`config.mk`:
```
export PLATFORM = sky130hd
export DESIGN_NAME = weight_loader
export DESIGN_NICKNAME = d
export VERILOG_FILES = /design/src/rtl/weight_loader.sv
export SDC_FILE = /design/constraint.sdc
export NUM_CORES = 1
export LEC_CHECK = 0
export CORE_ASPECT_RATIO = 1.2
export CORE_MARGIN = 2
export CORE_UTILIZATION = 49
export CTS_BUF_LIST = sky130_fd_sc_hd__clkbuf_16
export DETAILED_ROUTE_END_ITERATION = 8
export GPL_TIMING_DRIVEN = 0
export PLACE_DENSITY = 0.89
export SYNTH_ARGS = -nofsm -noshare
export SYNTH_HDL_FRONTEND = slang
export SYNTH_SLANG_ARGS = --single-unit
```
`constraint.sdc`:
```
create_clock -name clk -period 3.6 [get_ports clk]
set_input_delay 0.72 -clock clk [delete_from_list [all_inputs] [get_ports clk]]
set_output_delay 0.72 -clock clk [all_outputs]
set_load 0.02 [all_outputs]
```
`src/rtl/weight_loader.sv`:
```
// Streams K weights per filter from weight memory into up to NUM_PE weight buffers,
// one filter per buffer, waiting on each buffer's ready before moving to the next.
module weight_loader #(
  parameter int DATA_WIDTH = 16,
  parameter int ADDR_WIDTH = 12,
  parameter int NUM_PE     = 4
) (
  input  logic                  clk,
  input  logic                  rstn,
  input  logic                  start,
  input  logic [ADDR_WIDTH-1:0] base_addr,
  input  logic [7:0]            kernel_size,
  input  logic [7:0]            num_filters,
  output logic                  mem_rd_en,
  output logic [ADDR_WIDTH-1:0] mem_addr,
  input  logic [DATA_WIDTH-1:0] mem_rd_data,
  output logic [NUM_PE-1:0]     flush,
  output logic [DATA_WIDTH-1:0] flush_data,
  input  logic [NUM_PE-1:0]     flush_ready,
  output logic                  busy,
  output logic                  done
);

  localparam int         FW     = (NUM_PE > 1) ? $clog2(NUM_PE) : 1;
  localparam logic [7:0] PE_MAX = 8'(NUM_PE);

  typedef enum logic [2:0] {IDLE, READ, DRAIN, WAIT_RDY, DONE} state_t;

  typedef struct packed {
    logic [ADDR_WIDTH-1:0] base;
    logic [7:0]            k;
    logic [7:0]            nf;
  } cfg_t;

  state_t        state;
  cfg_t          cfg;
  logic [FW-1:0] f;
  logic [7:0]    i;
  logic          vld_d;

  // Offset is formed 16 bits wide so f*K cannot overflow before the address wraps.
  function automatic logic [ADDR_WIDTH-1:0] word_addr(
    input logic [ADDR_WIDTH-1:0] b,
    input logic [7:0]            k,
    input logic [FW-1:0]         fi,
    input logic [7:0]            ii
  );
    logic [15:0] off;
    off = 16'(fi) * 16'(k) + 16'(ii);
    return b + ADDR_WIDTH'(off);
  endfunction

  always_ff @(posedge clk or negedge rstn) begin
    if (!rstn) begin
      state     <= IDLE;
      cfg       <= '0;
      f         <= '0;
      i         <= '0;
      vld_d     <= 1'b0;
      mem_rd_en <= 1'b0;
      mem_addr  <= '0;
      done      <= 1'b0;
    end else begin
      vld_d <= mem_rd_en;
      done  <= 1'b0;
      case (state)
        IDLE: if (start) begin
          if (kernel_size == 8'd0 || num_filters == 8'd0) begin
            state <= DONE;
            done  <= 1'b1;
          end else begin
            cfg       <= '{base_addr, kernel_size,
                           (num_filters > PE_MAX) ? PE_MAX : num_filters};
            f         <= '0;
            i         <= '0;
            mem_rd_en <= 1'b1;
            mem_addr  <= base_addr;
            state     <= READ;
          end
        end
        READ: begin
          if (i == cfg.k - 8'd1) begin
            mem_rd_en <= 1'b0;
            state     <= DRAIN;
          end else begin
            i        <= i + 8'd1;
            mem_addr <= word_addr(cfg.base, cfg.k, f, i + 8'd1);
          end
        end
        DRAIN: state <= WAIT_RDY;
        // Only the buffer currently being filled is allowed to release the wait.
        WAIT_RDY: if (flush_ready[f]) begin
          if (8'(f) == cfg.nf - 8'd1) begin
            state <= DONE;
            done  <= 1'b1;
          end else begin
            f         <= f + 1'b1;
            i         <= '0;
            mem_rd_en <= 1'b1;
            mem_addr  <= word_addr(cfg.base, cfg.k, f + 1'b1, 8'd0);
            state     <= READ;
          end
        end
        DONE:    state <= IDLE;
        default: state <= IDLE;
      endcase
    end
  end

  for (genvar p = 0; p < NUM_PE; p++) begin : g_pe
    assign flush[p] = vld_d && (f == FW'(p));
  end

  assign flush_data = mem_rd_data;
  assign busy       = (state != IDLE);

endmodule
```
==> out/qor.csv, run 1 <==
stage,metric,value,unit
place,IO Port Bufs,69,
drt,final wirelength,14.6,mm
cts,clock latency on the worst-skew pair,300,ps
synth,Commonest cells post-synth,"inv_1, dfrtp_1, nand2_1",
critical_path,worst r2r dst,mem_addr[8],
drt,DR WL/cell,18.8,um
critical_path,worst path bufs/invs,5,
synth,predominant post-synthesis flop cell,dfrtp_1,
cts,deepest clock path buffer count,2,
critical_path,Critical path origin,f[1],
synth,cell area after synthesis,0.00496,mm2
cts,Hold Buf Count CTS,0,
cts,CTS root buffer,clkbuf_16,
timing,final hold vios,0,
synth,Syn Nets,659,
synth,main area contributors after synthesis,"dfrtp_1, fa_1, ha_1, mux2_2, inv_1",
global_route,Global Route Usage Sum,26.1,%
timing,f_max,276,MHz
cells_and_area,share of cells above drive strength 1,25.4,%
place,Post-DP Area,0.00586,mm2
outcome,failing checks,negative setup slack,
die,die outline width,95.9,um
timing,period utilization,101,%
place,dpl hpwl,10.2,mm
drt,DRC Markers,0,
place,GPL Wtd Cong,0.896,
die,Die Area,0.0110,mm2
global_route,largest net degree at the start of global routing,40,
synth,post-synthesis cell type count,65,
synth,Yosys top cell area share,28.2,%
timing,Setup WS post-layout,-21.4,ps
critical_path,CP max stage delay,610,ps
drt,average vias per placed instance,5.84,
critical_path,FF-to-FF Start,f[1],
global_route,vias in the first global route,4483,
drt,via count,4554,
synth,"Seq/Total Area, Yosys",28.2,%
critical_path,CP Data Required Time,3790,ps
critical_path,path depth of the worst reg2reg path,15,
timing,post-route setup TNS,-40.6,ps
synth,post-synth top area cell,dfrtp_1,
drt,post-route ant nets,0,
critical_path,worst reg2reg setup slack,-20,ps
critical_path,startpoint types,register,
timing,Slew @ Worst Pin,876,ps
synth,"FF+latch count, synth",56,
synth,"EDFF count, synth",0,
power_and_ir_drop,total power,0.00732,W
synth,Mapped Cells,552,
cells_and_area,fin nets,760,
cts,total CTS buffers,5,
timing,Final Critical Period,3620,ps
power_and_ir_drop,leakage dissipation,2.95,nW
critical_path,crit path DAT,3810,ps
die,die height,114,um
power_and_ir_drop,maximum vdd ir drop,0.000527,V
synth,asr flop ratio synth,100,%
cts,clk slew on worst S/H paths,80,ps
critical_path,largest delay contributor family on the critical path,adder cells,
outcome,status,"finished, violations left",
cts,H-tree Lvls,2,
cts,clock sink count,56,
drt,1st-pass router iterations,6,
global_route,initial antenna violation count,0,
global_route,first-pass GRT wire length,22.0,mm
cts,CTS tree,yes,
synth,Yosys warnings,0,
cells_and_area,area grow syn2layout,33.4,%
die,FP Rows,40,
synth,cell with the most instances after synthesis,inv_1,
global_route,remaining global-route overflow,0,
timing,final hold slack,360,ps
critical_path,Setup CP Type,register to register,
critical_path,cells along the critical path,buf_6 -> buf_4 -> inv_6 -> nor2_2 -> fa_1 -> inv_2 -> fa_2 -> inv_2 -> ha_4 -> a211oi_4 -> nor2_2 -> o22ai_4 -> mux2i_2 -> a31oi_2 -> mux2_4,
cells_and_area,n_diodes,0,
power_and_ir_drop,Power Dens Cells,1100,mW/mm2
critical_path,CP Max Fanout,6,
drt,initial drt markers,341,
critical_path,highest-delay cell along the critical path,fa_2,
timing,RSZ-0062 raised after global routing,yes,
die,Starting Density,49.8,%
die,num ports,86,
place,"worst slack, placed",-679,ps
timing,Setup Viol. Count Final,3,
critical_path,critical path endpoint category,register,
min_path,class of the worst hold path,input pin to async pin,
timing,Final Skew,5.98,ps
run,maxcap violations,0,
cells_and_area,cell area after layout,0.00662,mm2
timing,"Slew Viols, Final",0,
die,core area,0.00996,mm2
timing,Rel. slew slack,41.5,%
synth,syn_area_per_cell,8.99,um2
## cells by family (layout without fill, tap and decap cells)
logic type | count (synthesis) | in the layout | synth area share [%]
simple gates | 173 | 173 | 17.4
fa+ha+maj | 56 | 56 | 17.6
xor+xnor | 23 | 23 | 4.06
compound gates | 98 | 98 | 13.8
mux | 39 | 39 | 9.20
flops | 56 | 56 | 28.2
buf+inv | 107 | 209 | 9.80
## per-stage QoR
stage,instances,util (%)
floorplan,552,-
global placement,747,58.6
detailed placement,748,58.8
CTS,763,62.1
global route,780,66.5
finish,780,66.5
## layout by cell type, fill, tap and decap left out, types with 5 or more instances in the layout
cell type	instances
a21o_1	8
a21oi_1	14
a31oi_1	7
and2_1	22
buf_4	41
buf_6	9
clkbuf_1	5
clkbuf_16	5
clkdlybuf4s50_1	68
dfrtp_1	53
fa_1	20
ha_1	20
ha_4	12
inv_1	56
inv_2	12
mux2_2	25
mux2_4	8
nand2_1	47
nand3_1	15
nand4_1	5
nor2_1	34
nor3_1	12
nor4_1	5
o21ai_0	21
xnor2_1	11
xor2_1	12
## per-layer routing
layer / routed length (um) / up-vias / track usage [%]
met5: 0 / - / 0
met4: 648 / 0 / 10.5
met3: 880 / 48 / 3.95
met2: 7530 / 197 / 44.1
met1: 5580 / 2234 / 33.2
li1: - / 2075 / -
## power by group
group	switching (W)	total [W]	internal [W]
logic	0.00301	0.00566	0.00266
registers	0.000271	0.00115	0.000878
clock network	0.000246	0.000504	0.000258
## repair_timing
action,in CTS,in global routing
pin swaps,8,42
cloned,1,0
buffers inserted,9,17
resized for setup,32,74
endpoints found under the setup margin,10,8
## final cells by class
type | instances | area (um2)
Multi-Input combinational cell | 389 | 3460
Tap cell | 126 | 158
Clock inverter | 3 | 20.0
Inverter | 69 | 268
Timing Repair Buffer | 97 | 923
Buffer | 35 | 260
Sequential cell | 56 | 1410
Clock buffer | 5 | 125
Fill cell | 737 | 3340
## worst max path at each step
stage / end / slack (ps) / depth (start not counted)
floorplan: mem_addr[8] / 9 / 15
global placement: mem_addr[8] / -650 / 15
detailed placement: mem_addr[8] / -680 / 15
global route: mem_addr[5] / -110 / 14
CTS: mem_addr[9] / -50 / 16
finish: mem_addr[8] / -20 / 15
## worst register-to-register path, stage by stage, from the launching register on
cell and delay [ps]:
dfrtp_1 390, buf_6 140, buf_4 150, inv_6 60, nor2_2 40, fa_1 490, inv_2 50, fa_2 610
inv_2 60, ha_4 250, a211oi_4 320, nor2_2 100, o22ai_4 170, mux2i_2 270, a31oi_2 120, mux2_4 300
## flip-flops by register name, summed over array words and instances, names as in the netlist
| register | cells |
|---|---|
| cfg | 28 |
| done | 1 |
| f | 2 |
| i | 8 |
| mem_addr | 12 |
| mem_rd_en | 1 |
| state | 3 |
| vld_d | 1 |
Note: power is estimated with default switching activity, not from simulation.
==> inputs of run 2 (changes only) <==
CORE_UTILIZATION = 47   (was 49)
PLACE_DENSITY = 0.86   (was 0.89)
==> run 2 against run 1 <==
Against the previous run:
- the run still ends with negative setup slack left
- die area grew 4.1%
- count of clock-buffer cells in the layout is the same
- core utilization shrank 3.1 points
- design area shrank 0.36%
==> out/qor.csv, run 2 (synthesis results as in run 1) <==
stage,metric,value,unit
critical_path,CP Max Fanout,5,
timing,Setup WS post-layout,-13.6,ps
drt,initial drt markers,415,
die,Starting Density,47.7,%
die,FP Rows,41,
timing,Final Critical Period,3610,ps
timing,final hold slack,343,ps
cells_and_area,biggest regs,"cfg (28), mem_addr (12), i (8)",
die,die height,117,um
global_route,first-pass GRT wire length,21.5,mm
drt,average vias per placed instance,5.92,
critical_path,CP max stage delay,530,ps
timing,RSZ-0062 raised after global routing,yes,
critical_path,CP Data Required Time,3790,ps
critical_path,cells along the critical path,buf_6 -> and2_4 -> fa_1 -> inv_2 -> fa_1 -> inv_2 -> ha_4 -> nor2b_4 -> buf_4 -> o21a_1 -> or3_1 -> nand3_2 -> a31oi_1 -> mux2_4,
outcome,failing checks,negative setup slack,
power_and_ir_drop,leakage dissipation,2.97,nW
place,IO Port Bufs,69,
drt,via count,4641,
die,core area,0.0104,mm2
critical_path,worst path bufs/invs,4,
cells_and_area,Biggest register,cfg,
global_route,initial antenna violation count,0,
min_path,class of the worst hold path,input pin to async pin,
cells_and_area,Filler cells,806,
timing,Rel. slew slack,28.7,%
cts,CTS tree,yes,
critical_path,Setup CP Type,register to register,
die,num ports,86,
critical_path,highest-delay cell along the critical path,fa_1,
power_and_ir_drop,Power Dens Cells,1100,mW/mm2
global_route,largest net degree at the start of global routing,41,
cts,H-tree Lvls,2,
timing,period utilization,100,%
critical_path,startpoint types,register,
critical_path,critical path endpoint category,register,
critical_path,largest delay contributor family on the critical path,adder cells,
cells_and_area,area grow syn2layout,32.9,%
cts,total CTS buffers,5,
cts,CTS root buffer,clkbuf_16,
outcome,status,"finished, violations left",
timing,Final Skew,7.52,ps
drt,post-route ant nets,0,
power_and_ir_drop,maximum vdd ir drop,0.000560,V
drt,final wirelength,14.7,mm
cells_and_area,"commonest non-fill, non-tap cells in the layout","clkdlybuf4s50_1, inv_1, dfrtp_1, nand2_1, buf_4",
cts,deepest clock path buffer count,2,
timing,Setup Viol. Count Final,1,
cts,clk slew on worst S/H paths,80,ps
global_route,vias in the first global route,4377,
cts,clock sink count,56,
place,dpl hpwl,10.2,mm
global_route,remaining global-route overflow,0,
critical_path,FF-to-FF Start,f[0],
cells_and_area,n_diodes,0,
drt,DR WL/cell,18.8,um
drt,DRC Markers,0,
place,GPL Wtd Cong,0.931,
cts,clock latency on the worst-skew pair,310,ps
die,die outline width,97.8,um
timing,final hold vios,0,
power_and_ir_drop,total power,0.00724,W
cells_and_area,post-layout util,63.4,%
critical_path,crit path DAT,3810,ps
critical_path,Critical path origin,f[0],
timing,"Slew Viols, Final",0,
cells_and_area,fin nets,761,
cells_and_area,share of cells above drive strength 1,24.3,%
timing,f_max,277,MHz
drt,1st-pass router iterations,6,
run,maxcap violations,0,
cells_and_area,"commonest non-fill, non-tap cell in the layout",clkdlybuf4s50_1,
place,"worst slack, placed",-662,ps
die,Die Area,0.0114,mm2
timing,Slew @ Worst Pin,1070,ps
global_route,Global Route Usage Sum,23.7,%
timing,post-route setup TNS,-13.6,ps
cells_and_area,max reg flops,28,
run 2: repair_timing:
| action | 4_1_cts | 5_1_grt |
|---|---|---|
| buffers inserted | 7 | 19 |
| gates resized for setup | 34 | 57 |
| hold buffers | 0 | 0 |
| endpoints found under the setup margin | 10 | 7 |
| pin swaps | 10 | 38 |
| cloned | 0 | 2 |
run 2: final timing paths:
| check | to | slack (ps) | cells past startpoint |
|---|---|---|---|
| max | mem_addr[5] | -10 | 14 |
| min | cfg[25] | 340 | 1 |
| max reg2reg | mem_addr[5] | -10 | 14 |
| min reg2reg | vld_d | 420 | 0 |
| max in group asynchronous | cfg[13] | 2680 | 2 |
| min in group clk | vld_d | 420 | 0 |
run 2: layout make-up:
class / instances / area (um2) / area share (%)
Multi-Input combinational cell: 389 / 3410 / 51.7
Sequential cell: 56 / 1410 / 21.3
Clock buffer: 5 / 125 / 1.90
Inverter: 69 / 262 / 3.96
Clock inverter: 3 / 42.5 / 0.645
Buffer: 36 / 275 / 4.17
Timing Repair Buffer: 97 / 916 / 13.9
Tap cell: 129 / 161 / 2.45
run 2: metrics by stage:
stage / cell area, um2 / instances
4_1_cts: 6220 / 764
3_5_place_dp: 5860 / 751
6_report: 6600 / 784
5_1_grt: 6600 / 784
2_1_floorplan: 4990 / 552
3_3_place_gp: 5840 / 750
run 2: per-layer routing:
metal / up-vias / part of all wire [%] / global-route usage (%)
met5: - / 0 / 0
met4: 0 / 4.6 / 9.91
met3: 63 / 5.5 / 3.05
met2: 241 / 52 / 43.8
met1: 2251 / 38 / 27.9
li1: 2086 / - / -
run 2: worst register-to-register path, stage by stage (launching register included):
cell,delay [ps]
dfrtp_1,430
buf_6,160
and2_4,140
fa_1,530
inv_2,50
fa_1,520
inv_2,50
ha_4,220
nor2b_4,130
buf_4,130
o21a_1,210
or3_1,420
nand3_2,100
a31oi_1,90
mux2_4,310
run 2: power breakdown:
group          switching [W]  leakage [nW]  internal [W]
clock               0.000250        0.0856      0.000329
sequential          0.000274         0.688      0.000879
combinational        0.00293          2.19       0.00257
total                0.00346          2.97       0.00378
==> inputs of run 3 (changes only) <==
SETUP_SLACK_MARGIN = 0.15   (was default)
TNS_END_PERCENT = 5   (was default)
==> run 3 against run 2 <==
Against the previous run:
- the run still ends with negative setup slack left
- sequential share of layout area shrank 0.43 points
- core utilization grew 1.2 points
- global-route usage grew 1.8 points
- design area grew 1.9%
- worst setup slack lost 40 ps
- largest power group unchanged
- die area is the same
- power grew 3.9%
- first-iteration DRC count grew 13%
- clock skew shrank 0.91 ps
- routed wire length grew 4.2%
==> out/qor.csv, run 3 (synthesis results as in run 1) <==
stage,metric,value,unit
drt,final wirelength,15.4,mm
drt,M1 wire length,5.83,mm
cells_and_area,fin nets,768,
power_and_ir_drop,leakage dissipation,3.02,nW
drt,DR WL/cell,19.4,um
power_and_ir_drop,Gate power share,78.3,%
critical_path,Setup CP Type,register to register,
timing,Setup Viol. Count Final,3,
power_and_ir_drop,Power Dens Cells,1120,mW/mm2
power_and_ir_drop,share of power burned in registers,14.9,%
cts,CTS root buffer,clkbuf_16,
timing,f_max,274,MHz
drt,DRC Markers,0,
timing,Setup WS post-layout,-53.8,ps
power_and_ir_drop,NetSw,0.00363,W
timing,Final Skew,6.61,ps
place,dpl hpwl,10.6,mm
drt,met3 wire length,935,um
cts,H-tree Lvls,2,
place,IO Port Bufs,69,
critical_path,CP Max Fanout,5,
critical_path,path depth of the worst reg2reg path,17,
timing,Slew @ Worst Pin,900,ps
cells_and_area,share of cells above drive strength 1,27.2,%
drt,via count,4574,
outcome,failing checks,negative setup slack,
run,maxcap violations,0,
cts,total CTS buffers,5,
cts,clock latency on the worst-skew pair,310,ps
timing,period utilization,101,%
cells_and_area,Biggest register,cfg,
power_and_ir_drop,internal power,0.00389,W
power_and_ir_drop,Sw Ratio,48.3,%
cells_and_area,Filler cells,816,
min_path,class of the worst hold path,input pin to async pin,
timing,final hold vios,0,
critical_path,crit path DAT,3850,ps
cts,CTS tree,yes,
timing,Rel. slew slack,39.8,%
cells_and_area,n_diodes,0,
cells_and_area,"commonest non-fill, non-tap cells in the layout","clkdlybuf4s50_1, inv_1, dfrtp_1, nand2_1, buf_4",
critical_path,startpoint types,register,
power_and_ir_drop,clock network power share,6.8,%
critical_path,CP Data Required Time,3800,ps
die,Die Area,0.0114,mm2
critical_path,CP max stage delay,520,ps
timing,post-route setup TNS,-116,ps
die,die height,117,um
global_route,remaining global-route overflow,0,
drt,initial drt markers,471,
timing,final hold slack,334,ps
cells_and_area,biggest regs,"cfg (28), mem_addr (12), i (8)",
cts,clk slew on worst S/H paths,80,ps
global_route,Global Route Usage Sum,25.6,%
die,core area,0.0104,mm2
cts,clock sink count,56,
critical_path,critical path endpoint category,register,
drt,1st-pass router iterations,5,
drt,metal2 WL,7.80,mm
critical_path,cells along the critical path,buf_6 -> clkinvlp_4 -> ha_4 -> buf_8 -> nand2_4 -> fa_1 -> inv_2 -> ha_4 -> inv_2 -> fa_2 -> nand2b_4 -> a211oi_4 -> buf_4 -> o311a_1 -> nor3_2 -> a31oi_2 -> mux2_4,
die,FP Rows,41,
timing,RSZ-0062 raised after global routing,yes,
critical_path,highest-delay cell along the critical path,fa_1,
global_route,initial antenna violation count,0,
timing,Final Critical Period,3650,ps
global_route,largest net degree at the start of global routing,41,
critical_path,worst reg2reg setup slack,-50,ps
place,GPL Wtd Cong,0.901,
cells_and_area,max reg flops,28,
critical_path,worst r2r dst,mem_addr[9],
die,die outline width,97.8,um
global_route,vias in the first global route,4532,
place,"worst slack, placed",-478,ps
timing,"Slew Viols, Final",0,
global_route,first-pass GRT wire length,22.7,mm
drt,Max Used Layer,met4,
cts,deepest clock path buffer count,2,
outcome,status,"finished, violations left",
cells_and_area,"commonest non-fill, non-tap cell in the layout",clkdlybuf4s50_1,
power_and_ir_drop,maximum vdd ir drop,0.000512,V
cts,Hold Buf Count CTS,0,
cells_and_area,post-layout util,64.6,%
die,Starting Density,47.7,%
drt,post-route ant nets,0,
drt,average vias per placed instance,5.78,
cells_and_area,area grow syn2layout,35.4,%
die,num ports,86,
critical_path,FF-to-FF Start,f[1],
## run 3: what timing repair did
action                     4_1_cts  5_1_grt
hold endpoints to repair         0        0
pin swaps                       26       35
setup buffers                   20        8
gates resized for setup         53       44
setup endpoints to repair       10        9
gates cloned                     3        0
## run 3: worst max-delay path: cells and delay by family, from the launching register on
family | cells | cell delay, ps
and+or+nand+nor | 3 | 430
adders and majority gates | 4 | 1200
DFF | 1 | 430
buffers and inverters | 6 | 690
muxes | 1 | 270
AOI/OAI and AO/OA | 3 | 540
## run 3: how the worst max path moves through the flow
stage	start	end	slack, ps	cells past startpoint
after global placement	f[0]	mem_addr[9]	-380	17
after detailed placement	f[0]	mem_addr[9]	-480	17
after global routing	f[1]	mem_addr[11]	-120	14
final	f[1]	mem_addr[9]	-50	17
after floorplan	f[0]	mem_addr[11]	160	17
after CTS	f[0]	mem_addr[6]	20	14
## run 3: layout make-up
class / count / area [um2] / share of cell area (%)
flip-flops and latches: 56 / 1400 / 20.9
plain buffers: 38 / 277 / 4.11
clock inverters: 3 / 20.0 / 0.298
well taps: 129 / 161 / 2.40
multi-input cells: 389 / 3490 / 52.0
clock buffers: 5 / 125 / 1.86
repair buffers: 102 / 980 / 14.6
inverters: 69 / 263 / 3.91
## run 3: metrics by stage
stage	cell area (um2)	cells	total power (W)
floorplan	5050	552	0.00432
global placement	5900	750	0.00534
detailed placement	5930	752	0.00552
CTS	6470	783	0.00671
global route	6720	791	0.00802
finish	6720	791	0.00752
## run 3: routing by layer
metal | global-route usage, % | up-vias
met1 | 29.6 | 2204
met2 | 44.0 | 206
met5 | 0 | -
li1 | - | 2093
met4 | 15.5 | 0
met3 | 5.15 | 71
## run 3: power groups by stage
stage	Clock, W	Sequential (W)	Combinational (W)
finish	0.000513	0.00112	0.00589
CTS	0.000521	0.00111	0.00508
global route	0.000554	0.00114	0.00632
floorplan	0	0.00113	0.00319
global placement	0	0.00109	0.00425
detailed placement	0	0.00111	0.00441
